File: src/rtl/rename_dispatch_ctrl.sv
// rename_dispatch_ctrl: admits decode pairs into rename when free registers and ROB space suffice, sequences the rename-table init sweep.
// Ports: clock/reset (sync, active-high); dec_v1/dec_dst1/dec_v2/dec_dst2 decode pair; dec_ready combinational accept;
// stall_in downstream stall; cmt_cnt/cmt_free commit accounting; flush restarts init; ren_v1/ren_v2 registered valids;
// stall_out resource hold; init_busy/init_idx sweep; free_cnt/rob_cnt counts; err sticky accounting error.
// Optional macro RENAME_DISPATCH_PERF_EN adds perf_stall, a saturating count of RUN cycles with a pair held.
module rename_dispatch_ctrl #(
  parameter int NUM_ARCH  = 7,
  parameter int NUM_PHYS  = 10,
  parameter int ROB_DEPTH = 16
) (
  input  logic       clock,
  input  logic       reset,
  input  logic       dec_v1,
  input  logic [2:0] dec_dst1,
  input  logic       dec_v2,
  input  logic [2:0] dec_dst2,
  output logic       dec_ready,
  input  logic       stall_in,
  input  logic [1:0] cmt_cnt,
  input  logic [1:0] cmt_free,
  input  logic       flush,
  output logic       ren_v1,
  output logic       ren_v2,
  output logic       stall_out,
  output logic       init_busy,
  output logic [3:0] init_idx,
  output logic [3:0] free_cnt,
  output logic [4:0] rob_cnt,
`ifdef RENAME_DISPATCH_PERF_EN
  output logic [15:0] perf_stall,
`endif
  output logic       err
);
  localparam logic [3:0] FREE_MAX = 4'(NUM_PHYS - NUM_ARCH);
  localparam logic [3:0] IDX_LAST = 4'(NUM_PHYS);
  localparam logic [5:0] ROB_MAX  = 6'(ROB_DEPTH);
  typedef enum logic {INIT, RUN} state_t;
  state_t state, state_nxt;
  logic [1:0] need, slots;
  logic       any_v, ok, fire, free_ovf, rob_unf;
  logic [5:0] rob_need;
  logic [3:0] free_sum;
  logic [4:0] rob_add;
  assign any_v     = dec_v1 || dec_v2;
  assign need      = {1'b0, dec_v1 && dec_dst1 != 3'd0} + {1'b0, dec_v2 && dec_dst2 != 3'd0};
  assign slots     = {1'b0, dec_v1} + {1'b0, dec_v2};
  assign rob_need  = {1'b0, rob_cnt} + {4'b0, slots};
  assign ok        = {2'b0, need} <= free_cnt && rob_need <= ROB_MAX;
  assign dec_ready = state == RUN && !stall_in && ok;
  assign fire      = dec_ready && any_v;
  assign init_busy = state == INIT;
  // fire guarantees need<=free_cnt, so free_sum cannot wrap below zero
  assign free_sum  = free_cnt + {2'b0, cmt_free} - (fire ? {2'b0, need} : 4'd0);
  assign free_ovf  = free_sum > FREE_MAX;
  // fire guarantees rob_cnt+slots<=ROB_DEPTH, so rob_add fits 5 bits
  assign rob_add   = rob_cnt + (fire ? {3'b0, slots} : 5'd0);
  assign rob_unf   = {3'b0, cmt_cnt} > rob_add;
  always_comb begin
    state_nxt = state;
    if (flush) state_nxt = INIT;
    else if (state == INIT && init_idx == IDX_LAST) state_nxt = RUN;
  end
  always_ff @(posedge clock) begin
    if (reset) state <= INIT;
    else state <= state_nxt;
  end
  always_ff @(posedge clock) begin
    if (reset) begin
      init_idx  <= 4'd1;
      free_cnt  <= FREE_MAX;
      rob_cnt   <= 5'd0;
      ren_v1    <= 1'b0;
      ren_v2    <= 1'b0;
      stall_out <= 1'b0;
      err       <= 1'b0;
    end else if (flush) begin
      init_idx  <= 4'd1;
      free_cnt  <= FREE_MAX;
      rob_cnt   <= 5'd0;
      ren_v1    <= 1'b0;
      ren_v2    <= 1'b0;
      stall_out <= 1'b0;
    end else if (state == INIT) begin
      init_idx  <= init_idx == IDX_LAST ? init_idx : init_idx + 4'd1;
      ren_v1    <= 1'b0;
      ren_v2    <= 1'b0;
      stall_out <= 1'b0;
    end else begin
      ren_v1    <= fire && dec_v1;
      ren_v2    <= fire && dec_v2;
      stall_out <= any_v && !stall_in && !ok;
      free_cnt  <= free_ovf ? FREE_MAX : free_sum;
      rob_cnt   <= rob_unf ? 5'd0 : rob_add - {3'b0, cmt_cnt};
      err       <= err || free_ovf || rob_unf;
    end
  end
`ifdef RENAME_DISPATCH_PERF_EN
  always_ff @(posedge clock) begin
    if (reset) perf_stall <= 16'd0;
    else if (state == RUN && any_v && !dec_ready && perf_stall != 16'hFFFF) perf_stall <= perf_stall + 16'd1;
  end
`endif
endmodule

File: config.mk
export PLATFORM = sky130hd
export DESIGN_NAME = rename_dispatch_ctrl
export DESIGN_NICKNAME = d
export VERILOG_FILES = /design/src/rtl/rename_dispatch_ctrl.sv
export SDC_FILE = /design/constraint.sdc
export NUM_CORES = 1
export LEC_CHECK = 0
export CAP_MARGIN = 5
export CELL_PAD_IN_SITES_DETAIL_PLACEMENT = 0
export CELL_PAD_IN_SITES_GLOBAL_PLACEMENT = 1
export CORE_MARGIN = 10
export CORE_UTILIZATION = 29
export CTS_CLUSTER_DIAMETER = 50
export DETAILED_ROUTE_END_ITERATION = 8
export PLACE_DENSITY = 0.77
export SETUP_SLACK_MARGIN = 0.4
export SLEW_MARGIN = 20
export SYNTH_ARGS = -nofsm -noshare
export SYNTH_HDL_FRONTEND = slang
export SYNTH_SLANG_ARGS = --single-unit
File: constraint.sdc
create_clock -name clock -period 6.6 [get_ports clock]
set_input_delay 1.65 -clock clock [delete_from_list [all_inputs] [get_ports clock]]
set_output_delay 1.65 -clock clock [all_outputs]
set_load 0.05 [all_outputs]
# Word-level counts from Yosys, hierarchy flattened
# Index checks and enable logic that the tools add are counted.
# totals
output_inout_bits,19
ram_bits,0
memories,0
ff_bits,18
rom_bits,0
elab_cells,50
latchBits,0
input_bits,16
# classes
mul,0
mux,4
div_mod_pow,0
eq_ne,1
addsub,8
n_lt_le_gt_ge,4
reduce_logical,22
bitwise_logic,3
shifts,0
# ops
op,n
$logic_and A1 B1 Y1,11
$add A5 B2 Y6,1
$le A6 B5 Y1 const B,1
$reduce_bool A3 Y1,2
$add A5 B2 Y5,1
$gt A2 B5 Y1,1
$mux W5,1
$sub A5 B2 Y5,1
$add A1 B1 Y2,2
$add A4 B1 Y4 const B,1
$add A4 B2 Y4,1
$eq A4 B4 Y1 const B,1
$gt A4 B2 Y1 const B,1
$le A2 B4 Y1,1
$mux W2,2
$mux W4,1
$reduce_and A2 Y1,2
$sub A4 B2 Y4,1
$logic_or A1 B1 Y1,3
$not A1 Y1,3
$reduce_or A3 Y1,1
$logic_not A1 Y1,2
$reduce_or A2 Y1,1

# Depth between registers and ports, before layout
# Gate-level depths: netlist of run 1.
# depth
ltp_word,12
ltp_mapped,19
depth_no_buf,19

# Least setup slack after synthesis of run 1
# OpenSTA, ideal clock, no wires.
# synth_timing
kind,input to output
start,input dec_v1
end,output dec_ready
arrival_ps,4532
path_stages,8
slack_ps,418
path_buffers,0
path_cell_list,inv_1 ha_1 ha_1 fa_1 xor2_1 nor3_2 a31oi_4 nor4_1
# synth_between
elab_chain_cells,5
# synth_lines
item,line,rtl
"start, declared",13,"input logic dec_v1,"
$add A1 B1 Y2 or $logic_and A1 B1 Y1 (tied branches),"46, 45",
$add A5 B2 Y6 or $add A1 B1 Y2 (tied branches),"47, 45",
$le A6 B5 Y1 or $le A2 B4 Y1 (tied branches),48,"assign ok = {2'b0, need} <= free_cnt && rob_need <= ROB_MAX;"
$logic_and A1 B1 Y1 *,48,
$logic_and A1 B1 Y1 *,49,assign dec_ready = state == RUN && !stall_in && ok;
"end, declared",17,"output logic dec_ready,"
# Mark *: on every way between the ends. The rest lies on a longest branch, timed or not.

# Final worst setup path of run 1
# Ends and elaborated chain as after synthesis.

==> parameters.txt, run 1 <==
Parameter                              Value

Status
  Outcome    finished clean

GRT
  Grt met1 use    9.688%
  Met3 global-route usage    4.044%
  Wire length of the first global-routing pass    5181 microns
  Initial antenna violation count    0
  Via count of the first global-routing pass    1141
  Peak-usage layer in the global routing report    met2
  Pin count of the biggest net entering global routing    15
  Met2 track demand over resource in global routing    13.06%
  Remaining global-route overflow    0
  Global router's overall resource usage    8.143%

Detailed routing
  Total DRC errors in the routed layout    0
  Number of nets with antenna violations after routing    0
  Via/cell ratio    4.571
  Number of optimization iterations in the first detailed-route pass    4
  WL/cell    12.50 microns
  Number of vias in the routed layout    1120
  Number of DRC violations after detailed-routing iteration 0    27
  Total Routed Length    3062 microns

Cells and area
  Most common cell after layout, fill and taps aside    sky130_fd_sc_hd__clkdlybuf4s50_1
  Area grow syn2layout    32.32%
  Antenna diode count    0
  Fraction of layout cells with a size suffix above 1    8.290%
  Post-layout nets    233
  Highest-count cells in the layout ignoring fill and taps    sky130_fd_sc_hd__clkdlybuf4s50_1, sky130_fd_sc_hd__inv_1, sky130_fd_sc_hd__ha_1, sky130_fd_sc_hd__dfxtp_1, sky130_fd_sc_hd__nor2_1

Die
  Vertical extent of the die    88.45 microns
  Initial standard-cell utilization of the core    30.57%
  Total die area    7823 sq um
  Number of I/O pins    35
  Number of placement rows    24
  Core ar.    4444 sq um
  Die Span X    88.45 microns

Power
  Static leakage    0.0007819 uW
  IR drop worst, VDD    89.13 uV
  Power per unit of standard cell area    132.6 nW/um^2

Setup path
  Slack of the worst reg-to-reg path    2.93 ns
  Crit path DAT    4.20 ns
  Kind of end point of the critical path    primary output
  Cell type of the slowest stage on the worst timing path    sky130_fd_sc_hd__clkdlybuf4s50_1
  Endpoint of the most critical register-to-register path    rob_cnt[2]
  Crit-path max cell delay    0.50 ns
  Cell repeated most along the worst path    sky130_fd_sc_hd__ha_1
  Length in cells of the worst reg-to-reg path    14
  Kind of start point of the critical path    input pin
  Ordered list of cells on the worst path    clkdlybuf4s50_1 -> inv_1 -> ha_1 -> ha_1 -> fa_1 -> xor2_1 -> nor3_2 -> a31oi_4 -> nor4_1 -> buf_4
  Worst Path Class, Setup    in2out
  Worst flop-to-flop path startpoint    rob_cnt[0]
  Largest fanout of any net on the critical path    4
  WP data required    4.95 ns

Clocking
  Later-pin clock latency in the skew report    0.25 ns
  Clock sink total    18
  Count of hold-fix buffers inserted at cts    0
  Clock root buffer    sky130_fd_sc_hd__clkbuf_8
  CTS HTree Levels    1
  Number of instances resized during post-cts repair    0
  Buffers inserted by post-CTS timing repair    0
  Maximum buffer depth of the clock tree    2
  Clock tree from TritonCTS    built
  Clock transition at path regs    0.07 ns
  TritonCTS Buffers    3

Yosys
  Primary FF master, synth    sky130_fd_sc_hd__dfxtp_1
  Net count after synthesis    197
  Number of standard cells after synthesis    158
  Mapped cell area    1359 sq um
  YS warnings    0
  Post-synth EDFFs    0
  Fraction of the yosys area taken by sequential cells    26.52%
  Synthesis-stage register bit count    18
  Average size of a mapped cell    8.600 sq um
  Count of different cell masters after synthesis    32
  FFs w/ async S/R, synth    0%

STA
  Final worst-path setup slack    0.7535 ns
  Post-route clock period utilization    88.58%
  Achievable clock frequency    0.1710 GHz
  Clock period minus final worst setup slack    5.846 ns
  Worst Clk Skew    0.001804 ns
  Measured slew at the worst slew-check pin    0.5212 ns
  Number of setup violations in the final report    0
  Slew margin rel.    65.14%
  Setup TNS after final layout    0 ns
  Max Slew Vio Count    0
  Count of final hold-check violations    0
  Unrepaired setup endpoints after global routing    no

Placement
  Placer congestion estimate    0.7729
  HPWL after detailed placement    2579 microns
  Worst setup timing slack at the placement stage    0.7475 ns
  Total of buffers placed on input and output ports    34

Job
  Max capacitance violation total    0

Min path
  Worst hold path type    reg2reg
  Hold path startpoint    free_cnt[3]
  Endpoint, Worst Hold    free_cnt[3]
  Hold Path Depth    2
## through the flow
stage / total power (uW) / util (%) / hold slack [ns] / std cells / cell area, sq um
after floorplan: 134.1 / - / 0.5758 / 158 / 1359
after global placement: 149.9 / 39.22 / 0.4543 / 241 / 1743
after detailed placement: 150.0 / 39.22 / 0.4540 / 241 / 1743
after CTS: 242.7 / 40.46 / 0.4670 / 245 / 1798
after global routing: 251.4 / 40.46 / 0.5153 / 245 / 1798
final: 238.3 / 40.46 / 0.4644 / 245 / 1798
## synthesized netlist by cell type, types with 3 or more instances
master                     count  share of area, %
sky130_fd_sc_hd__a211oi_2      3               2.8
sky130_fd_sc_hd__a21oi_1       6               2.2
sky130_fd_sc_hd__a31oi_1       3               1.4
sky130_fd_sc_hd__and2_1        3               1.4
sky130_fd_sc_hd__dfxtp_1      18                27
sky130_fd_sc_hd__fa_1          5               7.4
sky130_fd_sc_hd__ha_1         18                17
sky130_fd_sc_hd__inv_1        21               5.8
sky130_fd_sc_hd__nand2_1       8               2.2
sky130_fd_sc_hd__nand3_1       6               2.2
sky130_fd_sc_hd__nor2_1       16               4.4
sky130_fd_sc_hd__nor2b_1       3               1.4
sky130_fd_sc_hd__nor3_1        7               2.6
sky130_fd_sc_hd__nor3_2        3               2.2
sky130_fd_sc_hd__o21ai_0       8               2.9
sky130_fd_sc_hd__xnor2_1       6               3.9
sky130_fd_sc_hd__xor2_1        5               3.2
## area by class of cell
class	instances	area [sq um]
fillers	465	2646
repair buffers	34	337.8
flip-flops and latches	18	360.3
inverters	22	82.58
clock buffers	4	55.05
well taps	52	65.06
multi-input cells	115	897.1
## worst max-delay path, delay by kind of cell
family / cells / cell delay, ns
adders and majority gates: 3 / 0.91
buffers and inverters: 3 / 0.84
and+or+nand+nor: 2 / 0.50
xor gates and xnor gates: 1 / 0.16
AOI/OAI and AO/OA: 1 / 0.13
## layer usage
layer	vias to the layer above	wire length (microns)
li1	602	-
met1	494	1424
met3	2	242
met4	0	8
met5	-	0
met2	22	1387
## state kept, by name, summed over array words and instances, names as in the netlist
name       count
err            1
free_cnt       4
init_idx       4
ren_v1         1
ren_v2         1
rob_cnt        5
stall_out      1
state          1
## where the power goes
group	leakage [uW]	total [uW]	internal [uW]	switching, uW
sequential	0.000146	111	110	1.35
combinational	0.000608	36.1	18.0	18.1
clock	0.0000288	91.4	53.0	38.3
## kinds of logic after synthesis
group / Yosys count / synth area share [%]
compound gates: 26 / 13.44
xor+xnor: 11 / 7.090
fa+ha+maj: 23 / 23.94
buf+inv: 25 / 7.459
flops: 18 / 26.52
mux: 1 / 0.7367
simple gates: 54 / 20.81
## worst max-delay path by stage
stage,from,end,slack [ns]
after floorplan,dec_v1,dec_ready,0.42
after global placement,dec_v2,dec_ready,0.77
after detailed placement,dec_v1,dec_ready,0.75
after CTS,dec_v2,dec_ready,0.72
after global routing,dec_v1,dec_ready,0.58
final,dec_v1,dec_ready,0.75
(Power assumes the default switching activity.)
==> run 2, diff against run 1 <==
Settings changed: CORE_MARGIN 10 to 2, SETUP_SLACK_MARGIN 0.4 to not set.
==> parameters.txt, run 2 (same netlist as run 1, synthesis figures left out) <==
Parameter                              Value

Status
  Outcome    finished clean

Power
  Static leakage    0.0007819 uW (unchanged)
  IR drop worst, VDD    93.74 uV (+5.2%)
  Power per unit of standard cell area    133.6 nW/um^2 (+0.76%)

Die
  Number of I/O pins    35 (unchanged)
  Vertical extent of the die    72.45 microns (-18%)
  Core ar.    4444 sq um (unchanged)
  Die Span X    72.45 microns (-18%)
  Initial standard-cell utilization of the core    30.57% (unchanged)
  Number of placement rows    24 (unchanged)
  Total die area    5249 sq um (-33%)

Placement
  Placer congestion estimate    0.7529 (-2.6%)
  Worst setup timing slack at the placement stage    0.7408 ns (-0.006665 ns)
  HPWL after detailed placement    2286 microns (-11%)
  Total of buffers placed on input and output ports    34 (unchanged)

STA
  Measured slew at the worst slew-check pin    0.5124 ns (-0.008823 ns)
  Achievable clock frequency    0.1704 GHz (-0.35%)
  Count of final hold-check violations    0 (unchanged)
  Max Slew Vio Count    0 (unchanged)
  Unrepaired setup endpoints after global routing    no
  Clock period minus final worst setup slack    5.867 ns (+0.02072 ns)
  Final worst-path setup slack    0.7328 ns (-0.02072 ns)
  Post-route clock period utilization    88.90% (+0.31 points)
  Setup TNS after final layout    0 ns (unchanged)
  Number of setup violations in the final report    0 (unchanged)
  Slew margin rel.    65.73% (+0.59 points)
  Worst Clk Skew    0.002254 ns (+0.0004502 ns)
  Worst hold-check slack    0.4801 ns (+0.01575 ns)

GRT
  Global router's overall resource usage    11.72% (+3.6 points)
  Remaining global-route overflow    0 (unchanged)
  Pin count of the biggest net entering global routing    15 (unchanged)
  Initial antenna violation count    0 (unchanged)
  Wire length of the first global-routing pass    4926 microns (-4.9%)
  Via count of the first global-routing pass    1060 (-7.1%)

Clocking
  Clock tree from TritonCTS    built
  Clock sink total    18 (unchanged)
  Count of hold-fix buffers inserted at cts    0 (unchanged)
  Buffers inserted by post-CTS timing repair    0 (unchanged)
  Maximum buffer depth of the clock tree    2 (unchanged)
  Number of instances resized during post-cts repair    0 (unchanged)
  Clock root buffer    sky130_fd_sc_hd__clkbuf_8
  Clock transition at path regs    0.07 ns (about the same)
  CTS HTree Levels    1 (unchanged)
  TritonCTS Buffers    3 (unchanged)
  Later-pin clock latency in the skew report    0.26 ns (about the same)

Cells and area
  Area of the multi-input gates    897.1 sq um (unchanged)
  Fraction of layout cells with a size suffix above 1    8.290% (unchanged)
  Most common cell after layout, fill and taps aside    sky130_fd_sc_hd__clkdlybuf4s50_1
  Largest register by flop count    rob_cnt
  Area grow syn2layout    32.32% (unchanged)
  Highest-count cells in the layout ignoring fill and taps    sky130_fd_sc_hd__clkdlybuf4s50_1, sky130_fd_sc_hd__inv_1, sky130_fd_sc_hd__ha_1, sky130_fd_sc_hd__dfxtp_1, sky130_fd_sc_hd__nor2_1
  Flip-flop count of the largest register after layout    5 (unchanged)
  Post-layout nets    233 (unchanged)
  Register Area    360.3 sq um (unchanged)
  Filler Cells Inserted    453 (-2.6%)
  Antenna diode count    0 (unchanged)
  Regs by FF count    rob_cnt (5), free_cnt (4), init_idx (4)

Job
  Max capacitance violation total    0 (unchanged)

Detailed routing
  Total Routed Length    2826 microns (-7.7%)
  Number of optimization iterations in the first detailed-route pass    4 (unchanged)
  Total DRC errors in the routed layout    0 (unchanged)
  Via/cell ratio    4.588 (+0.36%)
  WL/cell    11.53 microns (-7.7%)
  Number of nets with antenna violations after routing    0 (unchanged)
  Number of DRC violations after detailed-routing iteration 0    39 (+44%)
  Number of vias in the routed layout    1124 (+0.36%)

Setup path
  WP data required    4.95 ns (about the same)
  Kind of end point of the critical path    primary output
  Kind of start point of the critical path    input pin
  Largest fanout of any net on the critical path    4 (unchanged)
  Crit path DAT    4.22 ns (+0.02 ns)
  Worst Path Class, Setup    in2out

Min path
  Worst hold path type    reg2reg
[run 2: cell counts in the layout (fill, tap and decap cells not counted)]
No cell type changed its count.
[run 2: worst max-delay path: stages]
cell,delay (ns)
sky130_fd_sc_hd__clkdlybuf4s50_1,0.50
sky130_fd_sc_hd__inv_1,0.07
sky130_fd_sc_hd__ha_1,0.30
sky130_fd_sc_hd__ha_1,0.21
sky130_fd_sc_hd__fa_1,0.40
sky130_fd_sc_hd__xor2_1,0.16
sky130_fd_sc_hd__nor3_2,0.19
sky130_fd_sc_hd__a31oi_4,0.14
sky130_fd_sc_hd__nor4_1,0.32
sky130_fd_sc_hd__buf_4,0.27
[run 2: metrics by stage]
| step | util, % | cell area (sq um) | total power (uW) | cells |
|---|---|---|---|---|
| detailed placement | 39.22 | 1743 | 149.8 | 241 |
| global placement | 39.22 | 1743 | 149.9 | 241 |
| CTS | 40.46 | 1798 | 244.1 | 245 |
| floorplan | - | 1359 | 134.1 | 158 |
| finish | 40.46 | 1798 | 240.2 | 245 |
| global route | 40.46 | 1798 | 250.9 | 245 |
[run 2: cell type report]
type | instances | share of cell area, %
Clock buffer | 4 | 3.062
Inverter | 22 | 4.593
Multi-Input combinational cell | 115 | 49.90
Sequential cell | 18 | 20.04
Tap cell | 52 | 3.619
Timing Repair Buffer | 34 | 18.79
[run 2: where the power goes]
group	switching, uW	internal (uW)	total [uW]
Clock	40.1	53.1	93.2
Combinational	18.2	17.9	36.1
Sequential	1.33	110	111
Total	59.6	181	240
[run 2: worst paths after layout]
check / depth (start not counted) / start / end / slack (ns)
worst max-delay path: 10 / dec_v1 / dec_ready / 0.73
worst min-delay path: 2 / free_cnt[3] / free_cnt[3] / 0.48
worst max register to register: 14 / rob_cnt[0] / rob_cnt[1] / 2.94
worst min register to register: 2 / free_cnt[3] / free_cnt[3] / 0.48
[run 2: metal layers]
layer  track usage, %  vias to the layer above  routed length (microns)
li1                 -                      604                        -
met1            16.40                      493                     1443
met2            18.45                       25                     1221
met3            3.611                        2                      154
met4            1.235                        0                        8
met5                0                        -                        0
